<file path="src/rtl/sram_bist.sv">
// sram_bist: march-style self-test engine for an external async SRAM.
// Ports: start/loop/mode/seed control a run; sram_* drive the SRAM pins
// (bus tristate resolved above); busy/done/err/err_count/fail_*/pass_count
// report status and the first mismatch of the current run.
module sram_bist #(
  parameter int ADDR_W      = 18,
  parameter int DATA_W      = 16,
  parameter int WAIT_CYCLES = 1
) (
  input  logic              clk,
  input  logic              rst_n,
  input  logic              start,
  input  logic              loop,
  input  logic [1:0]        mode,
  input  logic [DATA_W-1:0] seed,
  output logic [ADDR_W-1:0] sram_addr,
  output logic [DATA_W-1:0] sram_dq_o,
  output logic              sram_dq_oe,
  input  logic [DATA_W-1:0] sram_dq_i,
  output logic              sram_cs_n,
  output logic              sram_oe_n,
  output logic              sram_we_n,
  output logic              busy,
  output logic              done,
  output logic              err,
  output logic [15:0]       err_count,
  output logic [ADDR_W-1:0] fail_addr,
  output logic [DATA_W-1:0] fail_exp,
  output logic [DATA_W-1:0] fail_got,
  output logic [15:0]       pass_count
);

  localparam int CW = $clog2(WAIT_CYCLES + 1);
  localparam logic [CW-1:0] CNT_LAST = CW'(WAIT_CYCLES - 1);

  typedef enum logic [2:0] {
    IDLE, W_SETUP, W_PULSE, W_HOLD,
    TURN, R_ADDR, R_WAIT, FIN
  } state_t;

  state_t state, state_nx;

  logic [ADDR_W-1:0] addr;
  logic [CW-1:0]     cnt;
  logic              phase;
  logic [1:0]        mode_q;
  logic [DATA_W-1:0] seed_q;

  logic [31:0]       a32;
  logic [DATA_W-1:0] a_d;
  logic [DATA_W-1:0] pat;
  logic [DATA_W-1:0] word;
  logic              last_addr;
  logic              cnt_done;
  logic              sample;
  logic              miss;
  logic              clr;

  always_comb begin
    a32 = 32'(addr);
    a_d = DATA_W'(addr);
    pat = seed_q;
    unique case (mode_q)
      2'd0:    pat = seed_q + a_d;
      2'd1:    pat = addr[0] ? ~seed_q : seed_q;
      2'd2:    pat = seed_q ^ (DATA_W'(1) << (a32 % 32'(DATA_W)));
      default: pat = seed_q ^ a_d;
    endcase
    word = phase ? ~pat : pat;
  end

  assign last_addr = &addr;
  assign cnt_done  = (cnt == CNT_LAST);
  assign sample    = (state == R_WAIT) && cnt_done;
  assign miss      = sample && (sram_dq_i != word);
  // error state is wiped both on a fresh start and on a loop restart
  assign clr       = ((state == IDLE) && start) ||
                     ((state == FIN) && loop);

  always_comb begin
    state_nx   = state;
    sram_dq_oe = 1'b0;
    sram_oe_n  = 1'b1;
    sram_we_n  = 1'b1;
    unique case (state)
      IDLE: if (start) state_nx = W_SETUP;
      W_SETUP: begin
        sram_dq_oe = 1'b1;
        state_nx   = W_PULSE;
      end
      W_PULSE: begin
        sram_dq_oe = 1'b1;
        sram_we_n  = 1'b0;
        if (cnt_done) state_nx = W_HOLD;
      end
      W_HOLD: begin
        sram_dq_oe = 1'b1;
        state_nx   = last_addr ? TURN : W_SETUP;
      end
      TURN: state_nx = R_ADDR;
      R_ADDR: begin
        sram_oe_n = 1'b0;
        state_nx  = R_WAIT;
      end
      R_WAIT: begin
        sram_oe_n = 1'b0;
        if (cnt_done) begin
          if (!last_addr) state_nx = R_ADDR;
          else if (!phase) state_nx = W_SETUP;
          else state_nx = FIN;
        end
      end
      FIN: state_nx = loop ? W_SETUP : IDLE;
      default: state_nx = IDLE;
    endcase
  end

  assign sram_addr = addr;
  assign sram_dq_o = sram_dq_oe ? word : '0;
  assign sram_cs_n = (state == IDLE);
  assign busy      = (state != IDLE);
  assign done      = (state == FIN);

  always_ff @(posedge clk or negedge rst_n) begin
    if (!rst_n) begin
      state      <= IDLE;
      addr       <= '0;
      cnt        <= '0;
      phase      <= 1'b0;
      mode_q     <= 2'd0;
      seed_q     <= '0;
      err        <= 1'b0;
      err_count  <= 16'd0;
      fail_addr  <= '0;
      fail_exp   <= '0;
      fail_got   <= '0;
      pass_count <= 16'd0;
    end else begin
      state <= state_nx;

      if ((state == W_PULSE || state == R_WAIT) && !cnt_done)
        cnt <= cnt + 1'b1;
      else
        cnt <= '0;

      // address wraps to 0 after the last word of each sweep
      if (state == W_HOLD || sample)
        addr <= addr + 1'b1;
      else if (clr)
        addr <= '0;

      if (sample && last_addr)
        phase <= ~phase;
      else if (clr)
        phase <= 1'b0;

      if ((state == IDLE) && start) begin
        mode_q <= mode;
        seed_q <= seed;
      end

      if (state == FIN) begin
        pass_count <= pass_count + 16'd1;
        if (loop) seed_q <= seed_q + DATA_W'(1);
      end

      if (clr) begin
        err       <= 1'b0;
        err_count <= 16'd0;
        fail_addr <= '0;
        fail_exp  <= '0;
        fail_got  <= '0;
      end else if (miss) begin
        err <= 1'b1;
        if (err_count != 16'hFFFF)
          err_count <= err_count + 16'd1;
        if (!err) begin
          fail_addr <= addr;
          fail_exp  <= word;
          fail_got  <= sram_dq_i;
        end
      end
    end
  end

endmodule

</file>
<file path="config.mk">
export PLATFORM = sky130hd
export DESIGN_NAME = sram_bist
export DESIGN_NICKNAME = d
export VERILOG_FILES = /design/src/rtl/sram_bist.sv
export SDC_FILE = /design/constraint.sdc
export NUM_CORES = 1
export LEC_CHECK = 0
export ABC_AREA = 1
export CORE_ASPECT_RATIO = 1.2
export CORE_MARGIN = 4
export CORE_UTILIZATION = 54
export CTS_BUF_LIST = sky130_fd_sc_hd__clkbuf_16
export CTS_CLUSTER_DIAMETER = 30
export DETAILED_ROUTE_END_ITERATION = 6
export GPL_TIMING_DRIVEN = 0
export PLACE_DENSITY = 0.82
export SLEW_MARGIN = 10
export SYNTH_ARGS = -nofsm -noshare
export SYNTH_HDL_FRONTEND = slang
export SYNTH_SLANG_ARGS = --single-unit
</file>
<file path="constraint.sdc">
create_clock -name clk -period 3 [get_ports clk]
set_input_delay 0.9 -clock clk [delete_from_list [all_inputs] [get_ports clk]]
set_output_delay 0.9 -clock clk [all_outputs]
set_load 0.05 [all_outputs]
</file>
==> out/metrics.cfg, run 1 <==
[status]
status = finished with violations
violations = negative setup slack

[route]
drt.antenna.violating_nets = 0
wire_per_inst_um = 18.1
drcViolationCount = 0
drt_iter0_drc = 1125
vias = 10000
via_per_inst = 5.73
first_pass_iters = 5
wl_um = 31600

[setup_path]
critical-path-top-delay-family = simple AND/OR/NAND/NOR gates
end_kind = primary output
reg2reg_depth = 22
r2r-end = fail_got[6]
critPathBufInv = 3
cp_max_fo = 8
critPathMaxStageDelay_ns = 0.49
worstPathRequired_ns = 2.10
worst_setup_path_start_kind = register
cp_cell_sequence = inv_4, buf_8, ha_4, nand2_1, o21ai_2, o21ai_0, nand2_1, nand3_2, nand4_1, nand2_2, nor2_4, buf_8
critPathSlowestCell = dfrtp_2
r2r-start = sram_addr[0]
reg2reg_slack_ns = -0.30
critPathArrivalTime_ns = 2.64
critical_path_class = register to primary output

[sta]
final.setup.worst_slack_ns = -0.541
slew_viol_final = 0
hold_viol_final = 0
max_freq_ghz = 0.282
fin_setup_tns_ns = -22.47
rsz0062_at_grt = true
slew_headroom = 0.543
setup_viol = 82
finalCritPeriodShare = 1.18
fin_worst_skew_ns = 0.0116
worst_pin_slew_ns = 0.678
period_minus_slack_ns = 3.54

[clock_tree]
clock-sinks = 124
htree_levels = 4
cts_tree = built
clk_latency_ns = 0.44
cts_root_buffer = clkbuf_16
path_clk_slew_ns = 0.06
max-clock-path-buffers = 2
cts_hold_buf = 0
numCtsBuffers = 17

[cells_and_area]
syn_to_final_growth_pct = 44.4
stdcell_count = 1744
antenna_cells = 0
layout.nets = 1586
layout-drive-gt1-share = 0.222
n_fill_cell = 1098
final_util = 0.798

[placed_design]
dp_cells = 1665
dp_hpwl_um = 21700
pre_cts_ws_ns = -0.961
gp_congestion = 1.03
io_buffers = 160

[flow_run]
maxCapViolCount = 0

[global_route]
grtUsageTotal = 0.330
grt_pass1_vias = 9146
grt_pass1_wl_um = 47200
antenna_found_initial = 0
grt_max_degree = 67
grt_remaining_overflow = 0

[floorplan]
die_area_um2 = 18200
core_area_um2 = 15700
io_pins = 161
fp.dieW_um = 124
rows = 50
start_util = 0.553
die-height_um = 147

[yosys]
yosys_warnings = 0
async_flop_share = 1.00
synth_nets = 1359
yosysSeqAreaShare = 0.358
avgSynthCellArea_um2 = 6.69
synth_seq_cells = 124
synth_cell_type_count = 52
netlist_area_um2 = 8680
synth-edff-count = 0
synth_ff_type = dfrtp_1
syn_inst = 1296

[pwr]
ir_drop_mv = 0.606
leakage_nw = 6.01
powerDensity_nw_per_um2 = 976

[min_path]
min_path_type = primary input to asynchronous set/reset pin

==> area by class of cell <==
class,count,area (µm²),share of cell area
clock buffer,17,425,0.0340
timing repair buffer,209,2080,0.166
multi-input combinational,970,5550,0.443
inverter,154,601,0.0479
clock inverter,15,149,0.0119
tap,208,260,0.0208
sequential,124,3140,0.251
buffer,47,325,0.0260
==> per-stage QoR <==
stage / area [µm²] / hold slack [ns] / total power [mW]
2_1_floorplan: 8840 / 0.506 / 6.41
3_3_place_gp: 10700 / 0.457 / 8.02
3_5_place_dp: 10700 / 0.457 / 8.13
4_1_cts: 12000 / 0.453 / 11.3
5_1_grt: 12500 / 0.476 / 12.8
6_report: 12500 / 0.427 / 12.2
==> how the worst max path moves through the flow <==
| stage | start | endpoint | slack, ns | depth (start not counted) |
|---|---|---|---|---|
| 6_report | sram_addr[0] | sram_dq_o[4] | -0.54 | 12 |
| 5_1_grt | sram_addr[0] | sram_dq_o[4] | -0.60 | 12 |
| 4_1_cts | sram_addr[0] | sram_dq_o[14] | -0.48 | 15 |
| 3_5_place_dp | sram_addr[0] | sram_dq_o[8] | -0.96 | 14 |
| 3_3_place_gp | rst_n | sram_addr[3] | -4.36 | 1 |
| 2_1_floorplan | sram_addr[0] | sram_dq_o[8] | -0.05 | 13 |
==> synth_stat cells (3+ instances only) <==
| cell type | count | area share |
|---|---|---|
| nand3_1 | 183 | 0.11 |
| nor3_1 | 19 | 0.011 |
| nor2_2 | 3 | 0.0022 |
| nand3b_1 | 10 | 0.0087 |
| o21ai_0 | 47 | 0.027 |
| clkbuf_1 | 25 | 0.011 |
| nor2_1 | 111 | 0.048 |
| o21ai_1 | 14 | 0.0081 |
| buf_6 | 7 | 0.0091 |
| xnor2_1 | 3 | 0.0030 |
| nor3b_1 | 3 | 0.0026 |
| inv_1 | 145 | 0.063 |
| a21oi_1 | 51 | 0.029 |
| buf_2 | 3 | 0.0017 |
| ha_1 | 24 | 0.035 |
| a32oi_1 | 4 | 0.0040 |
| buf_1 | 4 | 0.0017 |
| inv_2 | 8 | 0.0035 |
| xor2_1 | 18 | 0.018 |
| nand3_4 | 3 | 0.0061 |
| dfrtp_1 | 124 | 0.36 |
| mux2i_1 | 4 | 0.0046 |
| o211ai_1 | 3 | 0.0026 |
| a31oi_1 | 8 | 0.0058 |
| buf_4 | 9 | 0.0078 |
| nand4_1 | 15 | 0.011 |
| nand2_1 | 417 | 0.18 |
==> placed cells by master, fill, tap and decap left out, types with 7 or more instances in the layout <==
cell and count:
nand4_1 15, inv_2 15, clkbuf_16 17, a21oi_1 44, nand3b_1 10, nand2_2 48
o21ai_0 46, nor2_1 83, o21ai_2 7, buf_6 19, nand2_1 362, nand3_2 29
clkdlybuf4s50_1 139, xor2_1 17, dfrtp_1 95, a21oi_2 7, dfrtp_2 29, ha_4 17
inv_1 133, nand2_4 10, nand3_1 151, nor2_2 16, a31oi_1 8, buf_8 16
nor2_4 16, clkbuf_1 19, buf_4 47, nor3_1 19
==> repair_timing <==
action,in CTS,in global routing
gates resized for setup,240,97
endpoints found under the setup margin,86,86
pin swaps,31,32
buffers inserted,24,24
==> power by group <==
part / internal (mW) / switching [mW]
clock: 1.22 / 0.847
combinational: 2.91 / 5.01
sequential: 1.87 / 0.382
total: 5.99 / 6.24
==> per-layer routing <==
layer  vias to the layer above  part of all wire  track usage
met5                         -                 0            0
met2                       550              0.48        0.542
met4                         0             0.065        0.194
met1                      4614              0.37        0.397
met3                       173             0.084       0.0616
li1                       4663                 -            -
==> sequential cells by signal (all words and copies together), names as in the netlist <==
| signal | cells |
|---|---|
| fail_got | 16 |
| sram_addr | 18 |
| fail_exp | 16 |
| mode_q | 2 |
| state | 3 |
| pass_count | 16 |
| phase | 1 |
| fail_addr | 18 |
| err | 1 |
| seed_q | 16 |
| err_count | 16 |
| cnt | 1 |
==> kinds of logic (layout without fill, tap and decap cells) <==
group           Yosys count  after routing  share of synthesized area
simple gates            775            775                      0.388
xor+xnor                 21             21                     0.0212
fa+ha+maj                25             25                     0.0369
mux                       5              5                    0.00591
buf+inv                 202            442                     0.0981
flops                   124            124                      0.358
compound gates          143            143                     0.0922
other cells               1              1                   0.000432
Note: power is estimated with default switching activity, not from simulation.
==> inputs of run 2 (changes only) <==
- REMOVE_ABC_BUFFERS: not set -> 1
==> run 2 against run 1 <==
The run still ends with negative setup slack left. Total power fell by 0.37%. Sequential power is 2% higher. Utilization rose by 4.2 points. Wire length grew 10%. Clock-buffer cell count unchanged. Via count grew 7.9%. Sequential share of layout area down 1.2 points. Critical path depth increased by 2. Clock power shrank 5%. Sequential cell count is the same. Non-clock buffer count up 15.
==> out/metrics.cfg, run 2 (synthesis gave the netlist of run 1 again) <==
[setup_path]
worstPathRequired_ns = 2.10
reg2reg_depth = 27
critPathSlowestCell = fa_2
critical-path-top-delay-family = simple AND/OR/NAND/NOR gates
critical_path_class = register to primary output
end_kind = primary output
worst_setup_path_start_kind = register
critPathArrivalTime_ns = 2.67
cp_cell_sequence = clkinvlp_4, fa_2, inv_4, nand3_4, nand3_4, nand3_4, nand3_2, nand2_2, nand3_4, nand2_2, nand2_2, nand2_2, nor2_2, buf_6
reg2reg_slack_ns = -0.48
critPathMaxStageDelay_ns = 0.46
r2r-start = sram_addr[3]
cp_max_fo = 4
startpoint = sram_addr[1]
r2r-end = fail_exp[13]
critPathBufInv = 3

[route]
vias = 10788
wire_per_inst_um = 19.6
drcViolationCount = 0
first_pass_iters = 7
drt.antenna.violating_nets = 0
drt_iter0_drc = 1281
via_per_inst = 6.07
wl_um = 34800

[floorplan]
die-height_um = 147
start_util = 0.553
io_pins = 161
core_area_um2 = 15700
die_area_um2 = 18200
fp.dieW_um = 124
rows = 50

[clock_tree]
cts_root_buffer = clkbuf_16
cts_tree = built
max-clock-path-buffers = 2
htree_levels = 4
clk_latency_ns = 0.43
numCtsBuffers = 17
clock-sinks = 124
path_clk_slew_ns = 0.06

[sta]
slew_viol_final = 0
setup_viol = 82
fin_worst_skew_ns = 0.0132
fin_setup_tns_ns = -35.03
slew_headroom = 0.374
finalCritPeriodShare = 1.19
worst_pin_slew_ns = 0.937
hold_viol_final = 0
max_freq_ghz = 0.280
period_minus_slack_ns = 3.57
rsz0062_at_grt = true
final.setup.worst_slack_ns = -0.566

[global_route]
antenna_found_initial = 0
grtUsageTotal = 0.354
grt_pass1_wl_um = 50200
grt_max_degree = 83
grt_pass1_vias = 9647
grt_remaining_overflow = 0

[placed_design]
io_buffers = 160
gp_congestion = 0.957
pre_cts_ws_ns = -1.71
dp_hpwl_um = 18700

[cells_and_area]
final_util = 0.840
antenna_cells = 0
final_common_cell = nand2_1
syn_to_final_growth_pct = 52.0
final_cell_mix = nand2_1, nand3_1, clkdlybuf4s50_1, inv_1, dfrtp_1
layout-drive-gt1-share = 0.278
layout.nets = 1620

[flow_run]
maxCapViolCount = 0

[status]
status = finished with violations
violations = negative setup slack

[pwr]
switchingPower_mw = 6.23
clkPwrFrac = 0.161
ir_drop_mv = 0.597
p_seq_frac = 0.188
powerDensity_nw_per_um2 = 924
leakage_nw = 6.33
sw_frac_of_total = 0.511
p_int_mw = 5.96
p_comb_frac = 0.651

[min_path]
min_path_type = primary input to asynchronous set/reset pin

-- run 2: per-layer routing --
metal	GRT usage	vias to the layer above	wire, µm
li1	-	4755	-
met1	0.447	5008	12500
met2	0.582	779	16200
met3	0.0574	246	3540
met4	0.178	0	2620
met5	0	-	0
-- run 2: timing repair --
item,4_1_cts,5_1_grt
setup endpoints to repair,106,96
pin swaps,39,50
buffers inserted,63,45
hold endpoints to repair,0,0
gates resized for setup,292,153
hold buffers,0,0
cloned,17,3
-- run 2: worst reg2reg max path, delay by kind of cell (launching register included) --
family | cells | cell delay [ns]
flops | 1 | 0.49
simple gates | 12 | 1.01
buf+inv | 14 | 1.55
fa+ha+maj | 1 | 0.36
-- run 2: area by class of cell --
cell class	count	area, µm²
multi-input cells	979	5800
flip-flops and latches	124	3150
repair buffers	271	2700
fillers	904	2520
inverters	154	623
clock buffers	17	425
well taps	208	260
clock inverters	15	123
repair inverters	10	109
-- run 2: worst max path at each step --
stage               endpoint  cells past startpoint
2_1_floorplan  sram_addr[16]                      8
3_3_place_gp       seed_q[2]                      1
3_5_place_dp    fail_addr[2]                     19
4_1_cts        sram_dq_o[14]                     15
5_1_grt         sram_dq_o[4]                     13
6_report       sram_dq_o[12]                     14
-- run 2: power by group through the flow --
stage	Clock (mW)	Sequential [mW]	Combinational (mW)
after floorplan	0	2.25	3.71
after detailed placement	0	2.27	5.31
final	1.97	2.29	7.93
after CTS	1.96	2.26	6.51
after global placement	0	2.27	5.20
after global routing	2.04	2.30	8.43
-- run 2: through the flow --
step	instances	hold WS, ns	power [mW]	instance area, µm²
global placement	1616	0.457	7.47	10300
global route	1778	0.419	12.8	13200
CTS	1730	0.392	10.7	12300
finish	1778	0.381	12.2	13200
detailed placement	1618	0.460	7.58	10300
floorplan	1248	0.506	5.96	8410
==> inputs of run 3 (changes only) <==
- CTS_CLUSTER_SIZE: not set -> 24
==> results of run 3 <==
Final layout, timing and power as in run 2 (identical DEF).
